### src/rtl/sd_spi_card_responder.sv
// SPI-mode SD card model: decodes 48-bit command frames from the host and
// answers with R1/R3/R7 responses while tracking the card initialisation state.
module sd_spi_card_responder #(
  parameter int          NCR        = 1,
  parameter int          INIT_POLLS = 3,
  parameter logic [31:0] OCR_VALUE  = 32'h00FF8000,
  parameter logic        CCS        = 1'b1,
  parameter logic        CRC_CHECK  = 1'b1
) (
  input  logic       card_clk_i,
  input  logic       card_rst_i,
  input  logic       spi_sck_i,
  input  logic       spi_cs_n_i,
  input  logic       spi_mosi_i,
  output logic       spi_miso_o,
  output logic       card_ready_o,
  output logic       cmd_valid_o,
  output logic [5:0] cmd_index_o,
  output logic       crc_err_o
);

  // state  | meaning
  // S_HUNT | waiting for a start bit with cs_n low
  // S_RX   | shifting in the remaining frame bits
  // S_EVAL | one clk: check CRC, update card state, build response
  // S_GAP  | NCR bytes of 0xFF on MISO
  // S_TX   | response shifted out MSB-first
  typedef enum logic [2:0] {S_HUNT, S_RX, S_EVAL, S_GAP, S_TX} state_t;

  localparam logic [6:0] GAP_BITS = 7'(NCR * 8);

  state_t      state, state_nx;
  logic [1:0]  sck_sync, cs_sync, mosi_sync;
  logic        sck_d, cs_d;
  logic        sck_rise, sck_fall, cs_rise, cs_s, mosi_s;
  logic [47:0] shift_rx;
  logic [5:0]  bit_cnt;
  logic [6:0]  gap_cnt;
  logic [5:0]  tx_cnt, tx_len;
  logic [39:0] resp;
  logic        in_idle, app_cmd, ready;
  logic [3:0]  poll_cnt;
  logic [5:0]  frm_idx;
  logic [31:0] frm_arg;
  logic [6:0]  crc_calc;
  logic        crc_bad;

  function automatic logic [6:0] crc7(input logic [39:0] d);
    logic [6:0] c;
    logic       fb;
    c = '0;
    for (int i = 39; i >= 0; i--) begin
      fb = d[i] ^ c[6];
      c  = {c[5:0], 1'b0};
      if (fb) c = c ^ 7'h09;
    end
    return c;
  endfunction

  assign sck_rise = sck_sync[1] & ~sck_d;
  assign sck_fall = ~sck_sync[1] & sck_d;
  assign cs_rise  = cs_sync[1] & ~cs_d;
  assign cs_s     = cs_sync[1];
  assign mosi_s   = mosi_sync[1];

  assign frm_idx  = shift_rx[45:40];
  assign frm_arg  = shift_rx[39:8];
  assign crc_calc = crc7(shift_rx[47:8]);
  assign crc_bad  = ~shift_rx[0] |
                    (CRC_CHECK && (frm_idx == 6'd0 || frm_idx == 6'd8) &&
                     crc_calc != shift_rx[7:1]);

  assign card_ready_o = ready;

  always_ff @(posedge card_clk_i or posedge card_rst_i) begin
    if (card_rst_i) state <= S_HUNT;
    else            state <= state_nx;
  end

  always_comb begin
    state_nx = state;
    case (state)
      S_HUNT: if (sck_rise && !cs_s && !mosi_s) state_nx = S_RX;
      // frames whose transmission bit (46) is not 1 are dropped silently
      S_RX:   if (sck_rise && bit_cnt == 6'd47) state_nx = shift_rx[45] ? S_EVAL : S_HUNT;
      S_EVAL: state_nx = S_GAP;
      S_GAP:  if (sck_fall && gap_cnt == GAP_BITS - 7'd1) state_nx = S_TX;
      S_TX:   if (sck_fall && tx_cnt == tx_len) state_nx = S_HUNT;
      default: state_nx = S_HUNT;
    endcase
    if (cs_rise) state_nx = S_HUNT;
  end

  always_ff @(posedge card_clk_i or posedge card_rst_i) begin
    if (card_rst_i) begin
      sck_sync    <= '0;
      cs_sync     <= 2'b11;
      mosi_sync   <= 2'b11;
      sck_d       <= 1'b0;
      cs_d        <= 1'b1;
      shift_rx    <= '0;
      bit_cnt     <= '0;
      gap_cnt     <= '0;
      tx_cnt      <= '0;
      tx_len      <= 6'd8;
      resp        <= '0;
      spi_miso_o  <= 1'b1;
      cmd_valid_o <= 1'b0;
      cmd_index_o <= '0;
      crc_err_o   <= 1'b0;
      in_idle     <= 1'b1;
      app_cmd     <= 1'b0;
      ready       <= 1'b0;
      poll_cnt    <= 4'(INIT_POLLS);
    end else begin
      sck_sync    <= {sck_sync[0], spi_sck_i};
      cs_sync     <= {cs_sync[0], spi_cs_n_i};
      mosi_sync   <= {mosi_sync[0], spi_mosi_i};
      sck_d       <= sck_sync[1];
      cs_d        <= cs_sync[1];
      cmd_valid_o <= 1'b0;
      crc_err_o   <= 1'b0;
      if (cs_rise) begin
        bit_cnt    <= '0;
        gap_cnt    <= '0;
        tx_cnt     <= '0;
        spi_miso_o <= 1'b1;
      end else begin
        case (state)
          S_HUNT: if (sck_rise && !cs_s && !mosi_s) begin
            shift_rx <= '0;
            bit_cnt  <= 6'd1;
          end
          S_RX: if (sck_rise) begin
            shift_rx <= {shift_rx[46:0], mosi_s};
            bit_cnt  <= bit_cnt + 6'd1;
          end
          S_EVAL: begin
            cmd_valid_o <= 1'b1;
            cmd_index_o <= frm_idx;
            crc_err_o   <= crc_bad;
            gap_cnt     <= '0;
            tx_cnt      <= '0;
            tx_len      <= 6'd8;
            resp        <= '0;
            if (crc_bad) begin
              resp[39:32] <= {4'b0000, 1'b1, 2'b00, in_idle};
            end else begin
              app_cmd <= 1'b0;
              case (frm_idx)
                6'd0: begin
                  in_idle     <= 1'b1;
                  ready       <= 1'b0;
                  poll_cnt    <= 4'(INIT_POLLS);
                  resp[39:32] <= 8'h01;
                end
                6'd8: begin
                  resp   <= {7'b0, in_idle, 20'h00000, frm_arg[11:0]};
                  tx_len <= 6'd40;
                end
                6'd55: begin
                  app_cmd     <= 1'b1;
                  resp[39:32] <= {7'b0, in_idle};
                end
                6'd41: begin
                  if (!app_cmd) begin
                    resp[39:32] <= {5'b0, 1'b1, 1'b0, in_idle};
                  end else if (poll_cnt > 4'd1) begin
                    poll_cnt    <= poll_cnt - 4'd1;
                    resp[39:32] <= 8'h01;
                  end else begin
                    in_idle     <= 1'b0;
                    ready       <= 1'b1;
                    resp[39:32] <= 8'h00;
                  end
                end
                6'd58: begin
                  resp   <= {7'b0, in_idle, ~in_idle, ~in_idle & CCS, OCR_VALUE[29:0]};
                  tx_len <= 6'd40;
                end
                default: resp[39:32] <= {5'b0, 1'b1, 1'b0, in_idle};
              endcase
            end
          end
          S_GAP: if (sck_fall) begin
            gap_cnt    <= gap_cnt + 7'd1;
            spi_miso_o <= 1'b1;
          end
          S_TX: if (sck_fall) begin
            if (tx_cnt == tx_len) begin
              spi_miso_o <= 1'b1;
            end else begin
              spi_miso_o <= resp[39];
              resp       <= {resp[38:0], 1'b0};
              tx_cnt     <= tx_cnt + 6'd1;
            end
          end
          default: ;
        endcase
      end
    end
  end

endmodule

### config.mk
export PLATFORM = sky130hd
export DESIGN_NAME = sd_spi_card_responder
export DESIGN_NICKNAME = d
export VERILOG_FILES = /design/src/rtl/sd_spi_card_responder.sv
export SDC_FILE = /design/constraint.sdc
export NUM_CORES = 1
export LEC_CHECK = 0
export CORE_MARGIN = 1
export CORE_UTILIZATION = 56
export DETAILED_ROUTE_END_ITERATION = 8
export PLACE_DENSITY = 0.76
export SYNTH_ARGS = -nofsm -noshare
export SYNTH_HDL_FRONTEND = slang
export SYNTH_SLANG_ARGS = --single-unit
export TNS_END_PERCENT = 50
### constraint.sdc
create_clock -name card_clk_i -period 5.6 [get_ports card_clk_i]
set_clock_uncertainty 0.05 [all_clocks]
set_input_delay 1.68 -clock card_clk_i [delete_from_list [all_inputs] [get_ports card_clk_i]]
set_output_delay 1.68 -clock card_clk_i [all_outputs]
set_load 0.1 [all_outputs]
# Yosys cells after proc, flatten, opt, wreduce, memory -nomap -nowiden
# Cells that the tools add are included.
# word_totals
ff_bits	140
inputBits	5
output_inout_bits	10
wordCells	263
# op_classes
n_addsub	4
n_lt_le_gt_ge	1
eq_ne	27
n_mux	91
bitwise	89
n_reduce_logical	31
# op_table
operator	n
4-bit 2-to-1 mux	42
48-bit 2-to-1 mux	2
48-bit one-hot mux with 2 select lines	1
40-bit 2-to-1 mux	2
40-bit one-hot mux with 2 select lines	1
2-bit NOT	39
32-bit one-hot mux with 2 select lines	1
6-bit 2-to-1 mux	8
1-bit bitwise XOR	36
32-bit 2-to-1 mux	1
6-bit == test, second input constant	4
3-bit inequality test, second input constant	8
6-bit one-hot mux with 2 select lines	2
8-bit one-hot mux with 3 select lines	1
8-bit 2-to-1 mux	2
3-bit 2-to-1 mux	5
3-bit one-hot mux with 5 select lines	1
1-bit 2-to-1 mux	14
7-bit 2-to-1 mux	2
2-bit inequality test, second input constant	7
7-bit one-hot mux with 2 select lines	1
6-bit by 1-bit adder with 6-bit output, second input constant	2
3-bit AND reduction	4
4-bit AND reduction	3
other kinds (28)	54

# Depth between registers and ports, before layout
# Gate-level depths: netlist of run 1.
# logic_depth
depth_word	84
mapped_depth	12
depth_no_buf	11

# Worst setup path after synthesis of run 1
# No wires, ideal clock.
# synth_timing
path_type	register to register
start	register shift_rx[44]
end	register app_cmd
setup_time_ns	0.125
t_arrival_ns	3.413
required_time_ns	5.425
setup_slack_ns	2.012
path_stages_with_launch	13
n_path_buf	2
period_less_slack_ns	3.588
path_cell_list	dfrtp_1 -> buf_2 -> xnor2_2 -> xnor3_2 -> xnor3_1 -> xnor3_1 -> or2_1 -> nor4_1 -> o41ai_1 -> o31a_4 -> buf_6 -> nor2_4 -> mux2_2
# synth_via
elab_chain_cells	38
word_cells_on_any_way	100
cone_classes	eq/ne: 3; mux: 38; bitwise: 55; reduce/logical: 4
# synth_rtl
item	line	rtl
start, declared	36	logic [47:0] shift_rx;
start signal, assigned	135	shift_rx <= {shift_rx[46:0], mosi_s};
1-bit bitwise XOR	53	fb = d[i] ^ c[6];
4-bit 2-to-1 mux (3 in series)	55	if (fb) c = c ^ 7'h09;
2-bit NOT (no line)	-	
4-bit 2-to-1 mux	55	
1-bit bitwise XOR	53	
4-bit 2-to-1 mux (3 in series)	55	
2-bit NOT (no line)	-	
4-bit 2-to-1 mux	55	
(+17 left out)	-	
4-bit 2-to-1 mux	55	
1-bit bitwise XOR	53	
4-bit 2-to-1 mux (2 in series)	55	
7-bit inequality test	71	crc_calc != shift_rx[7:1]);
1-bit logical AND	70	(CRC_CHECK && (frm_idx == 6'd0 || frm_idx == 6'd8) &&
1-bit bitwise OR	69	assign crc_bad = ~shift_rx[0] |
1-bit NOT (no line)	-	
3-bit AND reduction (no line)	-	
end signal, assigned	112	app_cmd <= 1'b0;
end signal, assigned	149	app_cmd <= 1'b0;
end signal, assigned	162	app_cmd <= 1'b1;
end, declared	41	logic in_idle, app_cmd, ready;
# Parallel ways exist; a longest one is shown, timed or not.
# A chain may end at the register's enable or synchronous reset.

# Worst setup path after layout of run 1
# layout_timing
start	register shift_rx[43]
end	register resp[10]
# layout_via
elab_chain_cells	37
word_cells_on_any_way	97
cone_classes	eq/ne: 3; mux: 39; bitwise: 52; reduce/logical: 3
# layout_rtl
item	line	rtl
1-bit bitwise XOR	53	
4-bit 2-to-1 mux	55	
4-bit 2-to-1 mux / 1-bit bitwise XOR (equally long branches)	55, 53	
4-bit 2-to-1 mux	55	
2-bit NOT (no line) / 4-bit 2-to-1 mux (equally long branches)	-	
4-bit 2-to-1 mux	55	
1-bit bitwise XOR / 2-bit NOT (equally long branches)	-	
4-bit 2-to-1 mux	55	
(+21 left out)	-	
4-bit 2-to-1 mux	55	
1-bit bitwise XOR / 2-bit NOT (equally long branches)	-	
4-bit 2-to-1 mux	55	
7-bit inequality test	71	
1-bit logical AND	70	
1-bit bitwise OR	69	
32-bit 2-to-1 mux (*)	146	if (crc_bad) begin
40-bit one-hot mux with 2 select lines (*)	129	case (state)
end signal, assigned	158	resp <= {7'b0, in_idle, 20'h00000, frm_arg[11:0]};
end signal, assigned	178	resp <= {7'b0, in_idle, ~in_idle, ~in_idle & CCS, OCR_VALUE[29:0]};
end signal, assigned	194	resp <= {resp[38:0], 1'b0};
end, declared	40	logic [39:0] resp;
# Mark *: on every way between the ends. The rest lies on a longest branch, timed or not.

==> impl_metrics.ini, run 1 <==
[floorplan]
die_w_um = 113.9
die-area_sq_um = 12980
die_h_um = 113.9
initial_core_util_pct = 57.92
ioPinCount = 15
num_rows = 40
core-area_sq_um = 12110

[route]
post-route-drc-count = 0
drt_first_pass_iters = 5
wire_per_inst_um = 15.46
ant_nets = 0
wl_um = 13950
vias = 5101
drt-initial-drc-count = 394
vias_per_cell = 5.655

[setup_path]
required_ns = 5.91
crit_family = XOR/XNOR gates
cp-end-kind = flop
worstPathMaxFanout = 14
criticalPathCategory = reg2reg
cp-start-kind = flop
slowest_delay_ns = 0.55
reg2regPathDepth = 10
timing.rr.start = shift_rx[43]
arrival_ns = 4.40
slowest_stage = nor4b_4
cpMostUsedCell = xnor3_1
rr_endpoint = resp[10]
worstPathCellList = xnor2_1 > xnor3_2 > xnor3_1 > xnor3_1 > or2_1 > nor4_1 > o41ai_1 > o31a_4 > nor4b_4 > a221o_1
path_buf_inv = 0
r2r_slack_ns = 1.51

[synth]
avgSynthCellArea_sq_um = 9.757
syn_inst = 719
synth_edf_count = 0
async_reset_ff_share_pct = 100.0
syn_area_sq_um = 7015
yosysSeqAreaShare_pct = 48.31
ys_ff_latch = 135
synthesis.nets = 730
ys_types = 63
ys.warnings.count = 0
synth-main-ff-cell = dfrtp_1

[min_path]
hold_path_class = reg2reg
whs_path_depth = 0
holdCritStartpoint = sck_sync[0]
worstHoldEndpoint = sck_sync[1]

[placement]
port_buffers = 14
placed_cell_area_sq_um = 7284
dp_hpwl_um = 9498
pre_cts_ws_ns = 1.566
gp_congestion = 0.8771

[sta]
fin_tns_setup_ns = 0
slew_headroom_pct = 21.13
fmax_mhz = 244.2
worst_pin_slew_ns = 1.178
setup_ws_ns = 1.505
drv_slew = 0
setup_violations = 0
layout_min_cycle_time_ns = 4.095
rsz0062_at_grt = no
min_period_over_period_pct = 73.12
hold_viol_final = 0

[power]
p_leak_nw = 3.609
p_per_area_nw_per_um2 = 289.5
ir_drop_mv = 0.1944
total_power_mw = 2.263

[global_route]
grt_pass1_vias = 4904
met3_usage_pct = 5.792
grt_max_degree = 100
antenna_found_initial = 0
grt-ovfl-total = 0
met1_usage_pct = 31.54
track_usage_pct = 23.66
met2_usage_pct = 38.18
busiest_layer = met2
grt_pass1_wl_um = 23850

[clock_network]
clk_path_buf_depth = 2
numCtsBuffers = 17
post_cts_buffers = 0
cts_tree = yes
cts.sinks = 135
cts_hold_buf = 0
cts_resized = 0
h-tree-depth = 4
clock_latency_ns = 0.42
clk_pin_slew_worst_paths_ns = 0.06
root_buffer = clkbuf_16

[cells_and_area]
final_common_cell = nand2_1
area_growth_pct = 11.40
final_area_sq_um = 7815
n_antenna_cell = 0
layout_common_cells = nand2_1 (176), dfrtp_1 (126), o21ai_0 (68)
drive_gt1_share_pct = 8.992
nNetsFinal = 732

[flow_run]
maxCapViolations = 0

[run_status]
status = complete, no violations
-- logic make-up after synthesis --
group,Yosys count,share of synthesized area [%]
muxes,3,0.4637
and+or+nand+nor,308,20.31
AOI/OAI and AO/OA,135,12.38
buffers and inverters,53,3.067
adders and majority gates,6,1.070
DFF,135,48.31
xor gates and xnor gates,79,14.39
-- metal layers --
metal	share of wire, %	wire [um]	vias up
met4	1.5	216	0
met1	45	6231	2510
met2	50	6975	104
li1	-	-	2463
met5	0	0	-
met3	3.7	522	24
-- worst max-delay path by stage --
stage                 start       end  cells past startpoint
3_5_place_dp   shift_rx[43]  resp[10]                     10
4_1_cts        shift_rx[43]   resp[1]                     10
2_1_floorplan    card_rst_i   app_cmd                      1
3_3_place_gp   shift_rx[40]   resp[9]                     10
5_1_grt        shift_rx[43]   resp[1]                     10
6_report       shift_rx[43]  resp[10]                     10
-- where the power goes --
| group | switching, mW | internal, mW |
|---|---|---|
| sequential | 0.0262 | 0.997 |
| clock | 0.400 | 0.594 |
| combinational | 0.191 | 0.0544 |
-- stage by stage --
| step | hold WS [ns] | utilization, % | std cells |
|---|---|---|---|
| after floorplan | 0.2812 | - | 719 |
| after global placement | 0.2856 | 60.14 | 870 |
| after detailed placement | 0.2855 | 60.14 | 870 |
| after CTS | 0.3007 | 64.52 | 902 |
| after global routing | 0.3104 | 64.52 | 902 |
| final | 0.2963 | 64.52 | 902 |
-- synthesized netlist by cell type (12+ instances only) --
master | count | area share (%)
a21oi_1 | 19 | 1.4
and2_1 | 13 | 1.2
and3_1 | 13 | 1.2
clkbuf_1 | 32 | 1.7
dfrtp_1 | 126 | 45
inv_1 | 12 | 0.64
nand2_1 | 176 | 9.4
nand3_1 | 22 | 1.6
nor2_1 | 33 | 1.8
o21ai_0 | 68 | 4.9
xnor2_1 | 36 | 4.5
xnor3_1 | 16 | 5.1
xor2_1 | 19 | 2.4
-- sequential cells by signal (all words and copies together) (netlist names), 2 cells and up --
| register | count |
|---|---|
| gap_cnt | 7 |
| state | 3 |
| sck_sync | 2 |
| cs_sync | 2 |
| cmd_index_o | 6 |
| bit_cnt | 6 |
| tx_cnt | 6 |
| mosi_sync | 2 |
| resp | 40 |
| shift_rx | 48 |
| poll_cnt | 4 |
-- final cells by class --
type	instances	area, sq um
Clock buffer	23	478.0
Clock inverter	9	52.55
Fill cell	950	4297
Inverter	13	53.80
Multi-Input combinational cell	531	3423
Sequential cell	135	3390
Tap cell	168	210.2
Timing Repair Buffer	23	207.7
(Power assumes the default switching activity.)
==> inputs of run 2 (changes only) <==
CORE_UTILIZATION = 62   (was 56)
PLACE_DENSITY = 0.8   (was 0.76)
clock period = 4.05 ns   (was 5.6 ns; I/O delays follow)
==> impl_metrics.ini, run 2 (synthesis results as in run 1) <==
[placement]
gp_congestion = 0.9615
placed_cell_area_sq_um = 7303
dp_hpwl_um = 9415
port_buffers = 14

[sta]
min_period_over_period_pct = 98.49
slew_headroom_pct = 35.38
hold_viol_final = 0
rsz0062_at_grt = no
fmax_mhz = 250.7
worst_pin_slew_ns = 0.9663
drv_slew = 0
setup_violations = 0
fin_tns_setup_ns = 0
layout_min_cycle_time_ns = 3.989

[floorplan]
die_h_um = 108.4
core-area_sq_um = 10940
die-area_sq_um = 11750
initial_core_util_pct = 64.15
ioPinCount = 15
num_rows = 38
die_w_um = 108.4

[global_route]
track_usage_pct = 27.02
grt_pass1_wl_um = 24070
grt-ovfl-total = 0
busiest_layer = met2
antenna_found_initial = 0
met1_usage_pct = 35.07
grt_max_degree = 100
grt_pass1_vias = 5029
met3_usage_pct = 5.907
met2_usage_pct = 44.36

[run_status]
status = complete, no violations

[cells_and_area]
n_antenna_cell = 0
finish.utilization_pct = 72.48
drive_gt1_share_pct = 10.39
area_growth_pct = 12.98
largest_reg_flops = 48
nNetsFinal = 739
final_area_sq_um = 7926
reg.largest.list = shift_rx (48), resp (40), gap_cnt (7)
layout_common_cells = nand2_1 (176), dfrtp_1 (126), o21ai_0 (68)
top_register = shift_rx
final_common_cell = nand2_1

[setup_path]
slowest_delay_ns = 0.48
path_buf_inv = 0
crit_family = XOR/XNOR gates
arrival_ns = 4.25
cp-start-kind = flop
required_ns = 4.31
worstPathMaxFanout = 14
cp-end-kind = flop
slowest_stage = xnor3_2
worstPathCellList = xnor2_1 > xnor3_2 > xnor3_1 > xnor2_2 > xor2_1 > nor4_1 > o41ai_2 > o31a_4 > or3_1 > a32o_1
criticalPathCategory = reg2reg

[route]
drt-initial-drc-count = 415
wl_um = 14510
post-route-drc-count = 0
wire_per_inst_um = 16.47
drt_first_pass_iters = 5
ant_nets = 0
vias = 5247
vias_per_cell = 5.956

[power]
p_sw_mw = 0.8698
p_per_area_nw_per_um2 = 412.1
power_frac_seq_pct = 43.3
clkPwrFrac_pct = 46.1
p_leak_nw = 3.675
switching_share_pct = 26.63
pwr-share-comb_pct = 10.6
total_power_mw = 3.267
ir_drop_mv = 0.2835
p_int_mw = 2.397

[clock_network]
clk_path_buf_depth = 2
cts_tree = yes
cts_hold_buf = 0
numCtsBuffers = 17
cts.sinks = 135
clock_latency_ns = 0.42
h-tree-depth = 4
clk_pin_slew_worst_paths_ns = 0.06
root_buffer = clkbuf_16

[min_path]
hold_path_class = reg2reg

[flow_run]
maxCapViolations = 0
==> run 2: cell count changes in the layout (fill, tap and decap cells not counted), sizes merged <==
| cell | previous run | this run |
|---|---|---|
| clkdlybuf4s50 | 14 | 13 |
| buf | 9 | 17 |
| inv | 12 | 11 |
| clkbuf | 23 | 26 |
| bufinv | 0 | 1 |
| clkinv | 7 | 4 |
==> run 2: worst paths after layout <==
path / startpoint / slack (ns) / cells after the start / end
setup reg to reg: shift_rx[43] / 0.06 / 10 / card_ready_o
setup / recovery: shift_rx[43] / 0.06 / 10 / card_ready_o
hold / removal: sck_sync[0] / 0.30 / 0 / sck_sync[1]
min in group asynchronous: card_rst_i / 1.26 / 3 / shift_rx[1]
hold reg to reg: sck_sync[0] / 0.30 / 0 / sck_sync[1]
max in group asynchronous: card_rst_i / 2.30 / 3 / poll_cnt[0]
==> run 2: what timing repair did <==
item | CTS | global route
buffers inserted | 0 | 1
setup endpoints to repair | 0 | 17
gates resized for setup | 0 | 4
endpoints found under the hold margin | 0 | 0
==> run 2: worst register-to-register path: stages, from the launching register on <==
cell     delay [ns]
dfrtp_1        0.43
xnor2_1        0.38
xnor3_2        0.48
xnor3_1        0.44
xnor2_2        0.29
xor2_1         0.14
nor4_1         0.42
o41ai_2        0.17
o31a_4         0.40
or3_1          0.44
a32o_1         0.23
==> run 2: through the flow <==
step | hold slack (ns) | std cells | worst slack [ns]
2_1_floorplan | 0.2812 | 719 | 0.4620
3_3_place_gp | 0.2879 | 848 | 0.2910
3_5_place_dp | 0.2879 | 848 | 0.08445
4_1_cts | 0.3038 | 880 | 0.02595
5_1_grt | 0.3018 | 881 | 0.001072
6_report | 0.3004 | 881 | 0.06118
==> run 2: layout make-up <==
cell class	instances	area (sq um)
multi-input combinational	531	3456
sequential	135	3390
fill	744	3009
clock buffer	26	519.2
timing repair buffer	30	270.3
tap	140	175.2
clock inverter	6	63.81
inverter	13	52.55
==> run 2: power groups by stage <==
stage | Combinational (mW) | Clock [mW] | Sequential, mW
final | 0.345 | 1.51 | 1.42
after global routing | 0.390 | 1.58 | 1.42
after CTS | 0.343 | 1.52 | 1.41
after detailed placement | 0.341 | 0 | 1.44
after global placement | 0.332 | 0 | 1.44
after floorplan | 0.295 | 0 | 1.42
==> run 2: routing by layer <==
layer	vias to the layer above	share of wire, %
li1	2475	-
met1	2626	44
met2	127	51
met3	19	3.9
met4	0	1.5
met5	-	0
==> inputs of run 3 (changes only) <==
CTS_BUF_LIST = sky130_fd_sc_hd__clkbuf_4 sky130_fd_sc_hd__clkbuf_8 sky130_fd_sc_hd__clkbuf_16   (was unset)
==> impl_metrics.ini, run 3 (synthesis results as in run 1) <==
[run_status]
status = complete, no violations

[sta]
setup_violations = 0
setup_ws_ns = 0.1088
worst_pin_slew_ns = 0.9663
hold_viol_final = 0
fin_tns_setup_ns = 0
min_period_over_period_pct = 97.31
whs_ns = 0.2995
drv_slew = 0
slew_headroom_pct = 35.38
layout_min_cycle_time_ns = 3.941
fmax_mhz = 253.7

[min_path]
hold_path_class = reg2reg

[power]
total_power_mw = 3.283
ir_drop_mv = 0.2796
p_per_area_nw_per_um2 = 414.0
p_leak_nw = 3.684

[clock_network]
cts_hold_buf = 0
clk_pin_slew_worst_paths_ns = 0.06
cts.sinks = 135
numCtsBuffers = 17
clock_latency_ns = 0.42
h-tree-depth = 4
cts_tree = yes
root_buffer = clkbuf_16
clk_path_buf_depth = 2

[cells_and_area]
multiInputGateArea_sq_um = 3450
finish.utilization_pct = 72.53
final_common_cell = nand2_1
nNetsFinal = 739
top_register = shift_rx
n_fill_cell = 743
largest_reg_flops = 48
register_area_sq_um = 3390
final_area_sq_um = 7931
area_growth_pct = 13.06
final_cells = 881
reg.largest.list = shift_rx (48), resp (40), gap_cnt (7)
drive_gt1_share_pct = 10.66
n_antenna_cell = 0
layout_common_cells = nand2_1 (176), dfrtp_1 (126), o21ai_0 (68)

[route]
drt_first_pass_iters = 6
ant_nets = 0
wire_per_inst_um = 16.48
wl_um = 14520
drt-initial-drc-count = 435
vias = 5250
vias_per_cell = 5.959
post-route-drc-count = 0

[flow_run]
maxCapViolations = 0

[global_route]
grt_pass1_vias = 5089
antenna_found_initial = 0
grt_pass1_wl_um = 24230
grt_max_degree = 100
track_usage_pct = 27.19
grt-ovfl-total = 0

[setup_path]
crit_family = XOR/XNOR gates
slowest_stage = xnor3_1
slowest_delay_ns = 0.55
worstPathMaxFanout = 14
required_ns = 4.31
cp-end-kind = flop
arrival_ns = 4.20
worstPathCellList = xnor2_1 > xnor3_1 > xnor3_1 > xor2_1 > nand2_1 > nor4_1 > o41ai_2 > o31a_4 > or3_1 > a32o_1
path_buf_inv = 0
criticalPathCategory = reg2reg
cp-start-kind = flop
cpMostUsedCell = xnor3_1

[floorplan]
die_h_um = 108.4
die_w_um = 108.4
core-area_sq_um = 10940
ioPinCount = 15
initial_core_util_pct = 64.15
num_rows = 38
die-area_sq_um = 11750

[placement]
gp_congestion = 0.9615
placed_cell_area_sq_um = 7303
port_buffers = 14
dp_hpwl_um = 9415
pre_cts_ws_ns = 0.08445
placed_cells = 848
[run 3: repair_timing]
action,CTS,global route
setup buffers,0,1
setup endpoints to repair,0,16
resized for setup,0,3
[run 3: worst paths after layout]
check                              from  slack [ns]  cells past startpoint      endpoint
setup / recovery           shift_rx[46]        0.11                     10  card_ready_o
hold / removal              sck_sync[0]        0.30                      0   sck_sync[1]
setup reg to reg           shift_rx[46]        0.11                     10  card_ready_o
hold reg to reg             sck_sync[0]        0.30                      0   sck_sync[1]
max in group asynchronous    card_rst_i        2.29                      3   poll_cnt[1]
min in group asynchronous    card_rst_i        1.26                      3   shift_rx[0]
[run 3: power breakdown]
group          internal, mW  leakage (nW)  total (mW)  switching (mW)
clock                 0.961         0.293        1.52           0.563
combinational        0.0777          1.55       0.344           0.266
sequential             1.38          1.84        1.42          0.0378
[run 3: layout make-up]
cell class / instances / area share (%)
Sequential cell: 135 / 42.74
Timing Repair Buffer: 30 / 3.407
Clock buffer: 26 / 6.689
Inverter: 13 / 0.6626
Clock inverter: 6 / 0.8045
Multi-Input combinational cell: 531 / 43.49
Tap cell: 140 / 2.209
[run 3: routing by layer]
metal | wire [um] | global-route usage, % | up-vias
met1 | 6319 | 34.76 | 2632
met3 | 654 | 6.691 | 18
li1 | - | - | 2473
met2 | 7332 | 44.49 | 127
met5 | 0 | 0 | -
met4 | 217 | 11.10 | 0
